==> src/rtl/dmem_miss_ctrl_if.sv <==
// Bus bundle for the data-cache miss sequencer.
//
// Groups everything except clock and reset:
//   - core request side:   req_valid, req_addr, stall
//   - array lookup inputs: hit, victim_dirty, victim_tag, victim_data
//   - array install port:  arr_we, arr_index, arr_tag, arr_data
//   - backing memory port: mem_req_*, mem_resp_*
//   - perf counters:       hit_cnt, miss_cnt
//
// Modport master is the sequencer itself; slave is the surrounding core, arrays
// and memory.
interface dmem_miss_ctrl_if #(
    parameter int unsigned ADDR_LEN   = 25,
    parameter int unsigned TAG_LEN    = 9,
    parameter int unsigned INDEX_LEN  = 14,
    parameter int unsigned OFFSET_LEN = 2
) ();

    // Core request
    logic                 req_valid;
    logic [ADDR_LEN-1:0]  req_addr;
    logic                 stall;

    // Array lookup result for the indexed line
    logic                 hit;
    logic                 victim_dirty;
    logic [TAG_LEN-1:0]   victim_tag;
    logic [31:0]          victim_data;

    // Array install
    logic                 arr_we;
    logic [INDEX_LEN-1:0] arr_index;
    logic [TAG_LEN-1:0]   arr_tag;
    logic [31:0]          arr_data;

    // Backing memory
    logic                 mem_req_valid;
    logic                 mem_req_we;
    logic [ADDR_LEN-1:0]  mem_req_addr;
    logic [31:0]          mem_req_wdata;
    logic                 mem_req_ready;
    logic                 mem_resp_valid;
    logic [31:0]          mem_resp_data;

    // Performance counters
    logic [31:0]          hit_cnt;
    logic [31:0]          miss_cnt;

    modport master (
        input  req_valid, req_addr, hit, victim_dirty, victim_tag, victim_data,
        input  mem_req_ready, mem_resp_valid, mem_resp_data,
        output stall, arr_we, arr_index, arr_tag, arr_data,
        output mem_req_valid, mem_req_we, mem_req_addr, mem_req_wdata,
        output hit_cnt, miss_cnt
    );

    modport slave (
        output req_valid, req_addr, hit, victim_dirty, victim_tag, victim_data,
        output mem_req_ready, mem_resp_valid, mem_resp_data,
        input  stall, arr_we, arr_index, arr_tag, arr_data,
        input  mem_req_valid, mem_req_we, mem_req_addr, mem_req_wdata,
        input  hit_cnt, miss_cnt
    );

endinterface

==> src/rtl/dmem_miss_ctrl.sv <==
// Miss sequencer for a direct-mapped, write-back data cache with one 32-bit
// word per line. Address split is {tag, index, offset}.
//
// On a miss the core is stalled, a dirty victim is written back (posted), the
// line is fetched from backing memory and installed clean; the core then
// replays the access, which hits. Hit and miss counters saturate.
//
// Ports:
//   clk  - clock
//   rst  - synchronous active-high reset
//   bus  - dmem_miss_ctrl_if.master (core request, array lookup/install,
//          backing-memory request/response, perf counters)
module dmem_miss_ctrl #(
    parameter int unsigned ADDR_LEN   = 25,
    parameter int unsigned TAG_LEN    = 9,
    parameter int unsigned INDEX_LEN  = 14,
    parameter int unsigned OFFSET_LEN = 2
) (
    input  logic              clk,
    input  logic              rst,
    dmem_miss_ctrl_if.master  bus
);

    typedef enum logic [2:0] {
        StIdle,
        StWbReq,
        StFillReq,
        StFillWait,
        StRefill
    } state_e;

    localparam logic [OFFSET_LEN-1:0] OffsetZero = '0;

    // State and latches
    state_e               state_q, state_d;
    logic                 replay_q, replay_d;
    logic [TAG_LEN-1:0]   tag_q, tag_d;
    logic [INDEX_LEN-1:0] index_q, index_d;
    logic [TAG_LEN-1:0]   vtag_q, vtag_d;
    logic [31:0]          vdata_q, vdata_d;
    logic [31:0]          fill_q, fill_d;
    logic [31:0]          hit_cnt_q, hit_cnt_d;
    logic [31:0]          miss_cnt_q, miss_cnt_d;

    // Combinational outputs
    logic                 stall;
    logic                 arr_we;
    logic                 mem_req_valid;
    logic                 mem_req_we;
    logic [ADDR_LEN-1:0]  mem_req_addr;

    // Request address fields
    logic [TAG_LEN-1:0]   req_tag;
    logic [INDEX_LEN-1:0] req_index;
    logic                 unused_offset;

    assign req_tag       = bus.req_addr[ADDR_LEN-1 -: TAG_LEN];
    assign req_index     = bus.req_addr[OFFSET_LEN +: INDEX_LEN];
    // Whole-line accesses only; the byte offset never reaches the memory side.
    assign unused_offset = ^bus.req_addr[OFFSET_LEN-1:0];

    always_comb begin
        state_d       = state_q;
        replay_d      = replay_q;
        tag_d         = tag_q;
        index_d       = index_q;
        vtag_d        = vtag_q;
        vdata_d       = vdata_q;
        fill_d        = fill_q;
        hit_cnt_d     = hit_cnt_q;
        miss_cnt_d    = miss_cnt_q;

        stall         = 1'b1;
        arr_we        = 1'b0;
        mem_req_valid = 1'b0;
        mem_req_we    = 1'b0;
        mem_req_addr  = {tag_q, index_q, OffsetZero};

        unique case (state_q)
            StIdle: begin
                stall    = bus.req_valid & ~bus.hit;
                // The first idle cycle after an install is the replayed access;
                // it was already counted as a miss.
                replay_d = 1'b0;
                if (bus.req_valid && bus.hit && !replay_q && hit_cnt_q != 32'hFFFF_FFFF) begin
                    hit_cnt_d = hit_cnt_q + 32'd1;
                end
                if (bus.req_valid && !bus.hit) begin
                    tag_d   = req_tag;
                    index_d = req_index;
                    if (miss_cnt_q != 32'hFFFF_FFFF) begin
                        miss_cnt_d = miss_cnt_q + 32'd1;
                    end
                    if (bus.victim_dirty) begin
                        vtag_d  = bus.victim_tag;
                        vdata_d = bus.victim_data;
                        state_d = StWbReq;
                    end else begin
                        state_d = StFillReq;
                    end
                end
            end

            StWbReq: begin
                // Posted writeback: acceptance is all we wait for.
                mem_req_valid = 1'b1;
                mem_req_we    = 1'b1;
                mem_req_addr  = {vtag_q, index_q, OffsetZero};
                if (bus.mem_req_ready) begin
                    state_d = StFillReq;
                end
            end

            StFillReq: begin
                mem_req_valid = 1'b1;
                if (bus.mem_req_ready) begin
                    state_d = StFillWait;
                end
            end

            StFillWait: begin
                if (bus.mem_resp_valid) begin
                    fill_d  = bus.mem_resp_data;
                    state_d = StRefill;
                end
            end

            StRefill: begin
                arr_we   = 1'b1;
                replay_d = 1'b1;
                state_d  = StIdle;
            end

            default: begin
                state_d = StIdle;
            end
        endcase
    end

    always_ff @(posedge clk) begin
        if (rst) begin
            state_q    <= StIdle;
            replay_q   <= 1'b0;
            tag_q      <= '0;
            index_q    <= '0;
            vtag_q     <= '0;
            vdata_q    <= '0;
            fill_q     <= '0;
            hit_cnt_q  <= '0;
            miss_cnt_q <= '0;
        end else begin
            state_q    <= state_d;
            replay_q   <= replay_d;
            tag_q      <= tag_d;
            index_q    <= index_d;
            vtag_q     <= vtag_d;
            vdata_q    <= vdata_d;
            fill_q     <= fill_d;
            hit_cnt_q  <= hit_cnt_d;
            miss_cnt_q <= miss_cnt_d;
        end
    end

    assign bus.stall         = stall;
    assign bus.arr_we        = arr_we;
    assign bus.arr_index     = index_q;
    assign bus.arr_tag       = tag_q;
    assign bus.arr_data      = fill_q;
    assign bus.mem_req_valid = mem_req_valid;
    assign bus.mem_req_we    = mem_req_we;
    assign bus.mem_req_addr  = mem_req_addr;
    assign bus.mem_req_wdata = vdata_q;
    assign bus.hit_cnt       = hit_cnt_q;
    assign bus.miss_cnt      = miss_cnt_q;

endmodule
==> src/flat_wrapper.sv <==
// flat-port wrapper written by rule: the top's interface ports become plain ports
module dmem_miss_ctrl_flat 
#(
    parameter int unsigned ADDR_LEN   = 25,
    parameter int unsigned TAG_LEN    = 9,
    parameter int unsigned INDEX_LEN  = 14,
    parameter int unsigned OFFSET_LEN = 2
)
  (clk, rst, bus_req_valid, bus_req_addr, bus_hit, bus_victim_dirty, bus_victim_tag, bus_victim_data, bus_mem_req_ready, bus_mem_resp_valid, bus_mem_resp_data, bus_stall, bus_arr_we, bus_arr_index, bus_arr_tag, bus_arr_data, bus_mem_req_valid, bus_mem_req_we, bus_mem_req_addr, bus_mem_req_wdata, bus_hit_cnt, bus_miss_cnt);
  dmem_miss_ctrl_if #(.ADDR_LEN(ADDR_LEN), .TAG_LEN(TAG_LEN), .INDEX_LEN(INDEX_LEN), .OFFSET_LEN(OFFSET_LEN)) bus_i ();
  input  logic clk;
  input  logic rst;
  input wire logic [$bits(bus_i.req_valid)-1:0] bus_req_valid;
  input wire logic [$bits(bus_i.req_addr)-1:0] bus_req_addr;
  input wire logic [$bits(bus_i.hit)-1:0] bus_hit;
  input wire logic [$bits(bus_i.victim_dirty)-1:0] bus_victim_dirty;
  input wire logic [$bits(bus_i.victim_tag)-1:0] bus_victim_tag;
  input wire logic [$bits(bus_i.victim_data)-1:0] bus_victim_data;
  input wire logic [$bits(bus_i.mem_req_ready)-1:0] bus_mem_req_ready;
  input wire logic [$bits(bus_i.mem_resp_valid)-1:0] bus_mem_resp_valid;
  input wire logic [$bits(bus_i.mem_resp_data)-1:0] bus_mem_resp_data;
  output wire logic [$bits(bus_i.stall)-1:0] bus_stall;
  output wire logic [$bits(bus_i.arr_we)-1:0] bus_arr_we;
  output wire logic [$bits(bus_i.arr_index)-1:0] bus_arr_index;
  output wire logic [$bits(bus_i.arr_tag)-1:0] bus_arr_tag;
  output wire logic [$bits(bus_i.arr_data)-1:0] bus_arr_data;
  output wire logic [$bits(bus_i.mem_req_valid)-1:0] bus_mem_req_valid;
  output wire logic [$bits(bus_i.mem_req_we)-1:0] bus_mem_req_we;
  output wire logic [$bits(bus_i.mem_req_addr)-1:0] bus_mem_req_addr;
  output wire logic [$bits(bus_i.mem_req_wdata)-1:0] bus_mem_req_wdata;
  output wire logic [$bits(bus_i.hit_cnt)-1:0] bus_hit_cnt;
  output wire logic [$bits(bus_i.miss_cnt)-1:0] bus_miss_cnt;
  assign bus_i.req_valid = bus_req_valid;
  assign bus_i.req_addr = bus_req_addr;
  assign bus_i.hit = bus_hit;
  assign bus_i.victim_dirty = bus_victim_dirty;
  assign bus_i.victim_tag = bus_victim_tag;
  assign bus_i.victim_data = bus_victim_data;
  assign bus_i.mem_req_ready = bus_mem_req_ready;
  assign bus_i.mem_resp_valid = bus_mem_resp_valid;
  assign bus_i.mem_resp_data = bus_mem_resp_data;
  assign bus_stall = bus_i.stall;
  assign bus_arr_we = bus_i.arr_we;
  assign bus_arr_index = bus_i.arr_index;
  assign bus_arr_tag = bus_i.arr_tag;
  assign bus_arr_data = bus_i.arr_data;
  assign bus_mem_req_valid = bus_i.mem_req_valid;
  assign bus_mem_req_we = bus_i.mem_req_we;
  assign bus_mem_req_addr = bus_i.mem_req_addr;
  assign bus_mem_req_wdata = bus_i.mem_req_wdata;
  assign bus_hit_cnt = bus_i.hit_cnt;
  assign bus_miss_cnt = bus_i.miss_cnt;
  dmem_miss_ctrl #(.ADDR_LEN(ADDR_LEN), .TAG_LEN(TAG_LEN), .INDEX_LEN(INDEX_LEN), .OFFSET_LEN(OFFSET_LEN)) u_core (.clk(clk), .rst(rst), .bus(bus_i));
endmodule
==> config.mk <==
export PLATFORM = sky130hd
export DESIGN_NAME = dmem_miss_ctrl_flat
export DESIGN_NICKNAME = d
export VERILOG_FILES = /design/src/rtl/dmem_miss_ctrl_if.sv /design/src/rtl/dmem_miss_ctrl.sv /design/src/flat_wrapper.sv
export SDC_FILE = /design/constraint.sdc
export NUM_CORES = 1
export LEC_CHECK = 0
export CAP_MARGIN = 20
export CORE_MARGIN = 10
export CORE_UTILIZATION = 44
export CTS_CLUSTER_DIAMETER = 150
export CTS_CLUSTER_SIZE = 10
export DETAILED_ROUTE_END_ITERATION = 16
export PLACE_DENSITY = 0.91
export RECOVER_POWER = 25
export SLEW_MARGIN = 20
export SYNTH_ARGS = -nofsm -noshare
export SYNTH_HDL_FRONTEND = slang
export SYNTH_SLANG_ARGS = --single-unit
==> constraint.sdc <==
create_clock -name clk -period 3.9 [get_ports clk]
set_clock_uncertainty 0.2 [all_clocks]
set_input_delay 0.39 -clock clk [delete_from_list [all_inputs] [get_ports clk]]
set_output_delay 0.39 -clock clk [all_outputs]
set_load 0.03 [all_outputs]
==> summary.txt, run 1 <==
vias per cell: 5.44
status: finished, violations left
placed cell count: 1339
Critical Path End Type: register
final setup TNS: 0 ps
fillers: 1283
initial core utilization: 0.448
Fmax: 309 MHz
Synth-to-Final Area Change: 49.6%
failing checks: max-capacitance violations, max-slew violations
Tightest Pin Transition: 1870 ps
H-tree lvl count: 4
Die H: 147 um
Port Buffers: 280
YS warnings: 0
Hold Vio Cnt, Final: 0
sequential fraction of the synthesis area: 0.461
hold crit path type: reg2reg
vias in the first global route: 6989
Tcrit/Tclk final: 0.829
Design Area, Final: 10600 um2
non-filler cells, final: 1372
Reg clk slew, reported paths: 70 ps
Routed WL: 24400 um
CP Max Fanout: 28
# rows: 46
startpoint types: register
Critical Path RT: 4010 ps
DRC viols: 0
fin nets: 1249
per-cell routed wire length: 17.8 um
via count: 7463
# setup viols final: 0
clk root buf: clkbuf_16
hold buffer count at CTS: 0
pwr dens: 422 nW/um2
die width: 147 um
WP data arrival: 3350 ps
post-CTS setup buffers: 0
RSZ-0062 raised after global routing: false
RD Place Congestion: 0.851
CTS Buf Count: 17
Tmin final: 3230 ps
Synth Flop Type: dfxtp_1
Worst slew margin: -0.248
number of max-cap violations: 1
layout cells sized above 1: 0.0623
Post-Syn Area per Cell: 7.91 um2
die area: 21700 um2
peak supply drop: 316 uV
Antenna Nets Post-Route: 0
I/O Pins: 285
initial antenna violation count: 0
post-DP HPWL: 17800 um
clock sink count: 164
Initial DRT Pass Iterations: 5
Crit-path slowest cell: clkbuf_1
DRT iter0 DRCs: 431
Post-Synthesis Cells: 900
Core Area: 15900 um2
Cell Area, Placed: 9970 um2
CTS tree: built
Synth cell types: 41
Post-synth ARST share: 0
first-pass GRT wire length: 38700 um
Clk Latency, worst-skew pair: 420 ps
critical-path cell list: or3_1 > nor2_2 > clkbuf_1 > nand3_1 > nor4_1 > mux2_2
#FFs+latches synth: 164
Min Hold Slack: 250 ps
largest net degree at the start of global routing: 90
EDFF count, synth: 0
WS Path Type: reg2reg
CTS resizes: 0
Syn Std Cell Area: 7120 um2
Total Routing Usage GR: 0.218
total grt overflow: 0
Max Transition Viols Final: 34
CP max stage delay: 990 ps
Pleak: 3.52 nW
Max clock buf depth: 2
## cells in the final DEF (no fill, tap or decap), drive strengths merged, types with 17 or more instances in the layout
master	n
a21oi	146
clkbuf	19
clkdlybuf4s50	252
dfxtp	164
dlygate4sd3	27
mux2	18
nand2	227
nand3	23
nand4	22
nor2	32
nor4	17
o21ai	24
o31ai	25
or3	25
or4	31
## worst max-delay path, delay by kind of cell (launching register included)
kind | cells | cell delay [ps]
AND/OR/NAND/NOR | 4 | 1150
multiplexers | 1 | 360
buffers and inverters | 1 | 990
flip-flops | 1 | 420
## final cells by class
cell class                      instances  area, um2  share of cell area
Antenna cell                            1       2.50            0.000235
Clock buffer                           18        439              0.0413
Multi-Input combinational cell        659       3470               0.326
Clock inverter                         14        248              0.0233
Inverter                                8       30.0             0.00282
Timing Repair Buffer                  292       2900               0.272
Sequential cell                       164       3280               0.308
Tap cell                              216        270              0.0254
## per-layer routing
layer	vias to the layer above	wire, um	part of all wire	global-route usage
li1	3636	-	-	-
met1	3500	9400	0.39	0.250
met2	293	12200	0.50	0.364
met3	34	2280	0.093	0.0832
met4	0	456	0.019	0.0723
met5	-	0	0	0
## Yosys cell counts (2+ instances only)
cell | instances | share of area
or4_1 | 30 | 0.032
dfxtp_1 | 164 | 0.46
buf_4 | 16 | 0.017
xor2_1 | 3 | 0.0037
nand3b_1 | 3 | 0.0032
buf_6 | 2 | 0.0032
nand3_1 | 23 | 0.016
nor3_1 | 10 | 0.0070
nand4_1 | 22 | 0.019
mux2_2 | 18 | 0.028
inv_1 | 8 | 0.0042
o41ai_1 | 2 | 0.0025
nor2_1 | 32 | 0.017
nand2_1 | 227 | 0.12
ha_1 | 2 | 0.0035
and2_1 | 3 | 0.0026
nand2b_1 | 3 | 0.0026
clkbuf_1 | 51 | 0.027
o21ai_0 | 24 | 0.017
and4_1 | 4 | 0.0049
o31ai_1 | 25 | 0.026
xnor2_1 | 4 | 0.0049
nor4_1 | 17 | 0.015
a21oi_1 | 146 | 0.10
or3_1 | 24 | 0.021
and3_1 | 5 | 0.0044
or2_2 | 5 | 0.0044
nor4b_1 | 3 | 0.0037
nor2b_1 | 12 | 0.011
## path summary, 6_finish.rpt
check                                from                       to  slack [ps]  cells past startpoint
setup / recovery        u_core.state_q[1]  u_core.bus.miss_cnt[12]         670                      6
hold / removal    u_core.bus.arr_data[22]  u_core.bus.arr_data[22]         250                      2
setup reg to reg        u_core.state_q[1]  u_core.bus.miss_cnt[12]         670                      6
hold reg to reg   u_core.bus.arr_data[22]  u_core.bus.arr_data[22]         250                      2
## metrics by stage
step	setup slack (ps)	power [W]	utilization
6_report	666	0.00449	0.670
5_1_grt	411	0.00465	0.670
4_1_cts	884	0.00453	0.671
3_5_place_dp	785	0.00258	0.627
3_3_place_gp	873	0.00257	0.627
2_1_floorplan	953	0.00224	-
## registers in the layout (all words and copies together), names as in the netlist
signal,count
u_core.bus.hit_cnt,32
u_core.bus.arr_data,32
u_core.vtag_q,9
u_core.bus.mem_req_wdata,32
u_core.bus.arr_tag,9
u_core.replay_q,1
u_core.bus.arr_index,14
u_core.state_q,3
u_core.bus.miss_cnt,32
## power by group
group,internal [W],switching [W],leakage (nW)
clock network,0.00123,0.000726,0.333
registers,0.00174,0.0000552,1.33
logic,0.000315,0.000425,1.86
## cell families (layout without fill, tap and decap cells)
group	count (synthesis)	in the layout	share of synthesized area
XOR/XNOR	7	7	0.00861
other	1	3	0.000527
flip-flops	164	164	0.461
multiplexers	18	18	0.0285
adder cells (fa/ha/maj)	2	2	0.00352
AND/OR/NAND/NOR	427	427	0.290
buffers and inverters	78	332	0.0519
AO/OA/AOI/OAI	203	203	0.156
No activity file was read; power rests on OpenSTA's default activity.
==> run 2, diff against run 1 <==
- CORE_UTILIZATION: 44 -> 39
- PLACE_DENSITY: 0.91 -> 0.86
- clock period: 3.9 -> 2.75 ns (I/O delays scaled with it)
==> run 2 against run 1 <==
Effect of this change:
- the flow now finishes without violations
- worst hold slack worse by 46 ps
- via count up 1.4%
- register-to-register slack worse by 550 ps
- sequential cell count unchanged
==> summary.txt, run 2 (synthesis results as in run 1) <==
status: finished, final reports clean
placed cell count: 1371 (+2.4%)
Initial DRT Pass Iterations: 5 (unchanged)
register area: 3290 um2 (+0.11%)
worst setup path end: u_core.bus.hit_cnt[21]
final setup TNS: 0 ps (unchanged)
WS Path Type: reg2reg
first-pass GRT wire length: 37900 um (-2.2%)
Die H: 155 um (+5.4%)
post-DP HPWL: 18100 um (+1.8%)
# rows: 49 (+6.5%)
Critical Path RT: 2890 ps (-1120 ps)
DRT iter0 DRCs: 464 (+7.7%)
CP Max Fanout: 24 (-14%)
Worst slew margin: 0.231 (+0.479)
CTS Buf Count: 17 (unchanged)
fin nets: 1268 (+1.5%)
# setup viols final: 0 (unchanged)
pre-CTS setup slack: -43.2 ps (-828 ps)
Max Transition Viols Final: 0 (-100%)
Core Area: 18000 um2 (+13%)
Total Routing Usage GR: 0.190 (-0.0273)
Fmax: 380 MHz (+23%)
reg2reg setup slack: 120 ps (-550 ps)
startpoint types: register
worst reg2reg path depth: 5 (-1)
total grt overflow: 0 (unchanged)
most frequent cells in the layout: nand2_1 (227), clkdlybuf4s50_1 (222), dfxtp_1 (161), a21oi_1 (146), dlygate4sd3_1 (48)
vias in the first global route: 7138 (+2.1%)
post-route setup slack: 119 ps (-547 ps)
vias per cell: 5.38 (-1.0%)
RD Place Congestion: 0.905 (+6.4%)
non-filler cells, final: 1405 (+2.4%)
peak supply drop: 454 uV (+44%)
Antenna Nets Post-Route: 0 (unchanged)
fillers: 1556 (+21%)
clk root buf: clkbuf_16
clock sink count: 164 (unchanged)
WP data arrival: 2770 ps (-580 ps)
Critical Path End Type: register
die width: 155 um (+5.4%)
Pleak: 3.67 nW (+4.5%)
Routed WL: 24300 um (-0.41%)
initial core utilization: 0.396 (-0.0518)
Hold Vio Cnt, Final: 0 (unchanged)
RSZ-0062 raised after global routing: false
hold crit path type: in2reg
Worst R2R End: u_core.bus.hit_cnt[21]
I/O Pins: 285 (unchanged)
Port Buffers: 280 (unchanged)
Tightest Pin Transition: 1150 ps (-719 ps)
Clk Latency, worst-skew pair: 410 ps (about the same)
CTS tree: built
per-cell routed wire length: 17.3 um (-2.8%)
initial antenna violation count: 3 (+3)
via count: 7565 (+1.4%)
Max clock buf depth: 2 (unchanged)
most common cell after layout, fill and taps aside: nand2_1
Multi-input gate area: 3480 um2 (+0.14%)
pwr dens: 562 nW/um2 (+33%)
H-tree lvl count: 4 (unchanged)
largest net degree at the start of global routing: 83 (-7.8%)
Tmin final: 2630 ps (-603 ps)
number of max-cap violations: 0 (-1)
Tcrit/Tclk final: 0.957 (+0.127)
layout cells sized above 1: 0.0784 (+0.0160)
reg2reg start: u_core.state_q[2]
Worst Setup SP: u_core.state_q[2]
Synth-to-Final Area Change: 50.7%
Reg clk slew, reported paths: 70 ps (about the same)
DRC viols: 0 (unchanged)
die area: 24100 um2 (+11%)
[run 2: per-layer routing]
layer | track usage | wire, um
met4 | 0.0504 | 412
met5 | 0 | 13
met2 | 0.317 | 11900
met3 | 0.104 | 3080
met1 | 0.205 | 8890
[run 2: worst min path at each step]
stage | from | to | slack [ps] | cells past startpoint
after floorplan | bus_victim_tag[0] | u_core.vtag_q[0] | 210 | 2
after global placement | u_core.vtag_q[2] | u_core.vtag_q[2] | 240 | 2
after detailed placement | u_core.bus.mem_req_wdata[5] | u_core.bus.mem_req_wdata[5] | 250 | 2
after CTS | bus_mem_resp_data[12] | u_core.bus.arr_data[12] | 180 | 3
after global routing | bus_victim_data[26] | u_core.bus.mem_req_wdata[26] | 190 | 3
final | bus_req_addr[23] | u_core.bus.arr_tag[7] | 200 | 3
[run 2: final cells by class]
class                           instances  share of cell area
Timing Repair Buffer                  311               0.283
Clock buffer                           20              0.0426
Antenna cell                            2            0.000467
Inverter                                8             0.00280
Tap cell                              229              0.0267
Multi-Input combinational cell        659               0.325
Clock inverter                         12              0.0135
Sequential cell                       164               0.307
[run 2: report_power, final]
part           total (W)  switching [W]  leakage, nW  internal [W]
sequential       0.00252      0.0000562         1.33       0.00246
clock            0.00243        0.00102        0.288       0.00141
combinational    0.00107       0.000623         2.06      0.000452
[run 2: what timing repair did]
| action | in CTS | in global routing |
|---|---|---|
| setup buffers | 0 | 0 |
| hold buffers | 0 | 0 |
| setup endpoints to repair | 9 | 0 |
| gates resized for setup | 9 | 0 |
[run 2: critical path, cell delays in order, from the launching register on]
cell	delay [ps]
dfxtp_1	310
or3_4	410
or3_1	390
or4_4	570
or4_1	510
a21oi_1	170
[run 2: stage by stage]
stage	total power, W	util	cell area (um2)	hold slack (ps)
5_1_grt	0.00625	0.597	10700	190
6_report	0.00602	0.597	10700	204
2_1_floorplan	0.00318	-	7130	211
4_1_cts	0.00610	0.598	10700	184
3_3_place_gp	0.00366	0.565	10200	239
3_5_place_dp	0.00369	0.565	10200	246
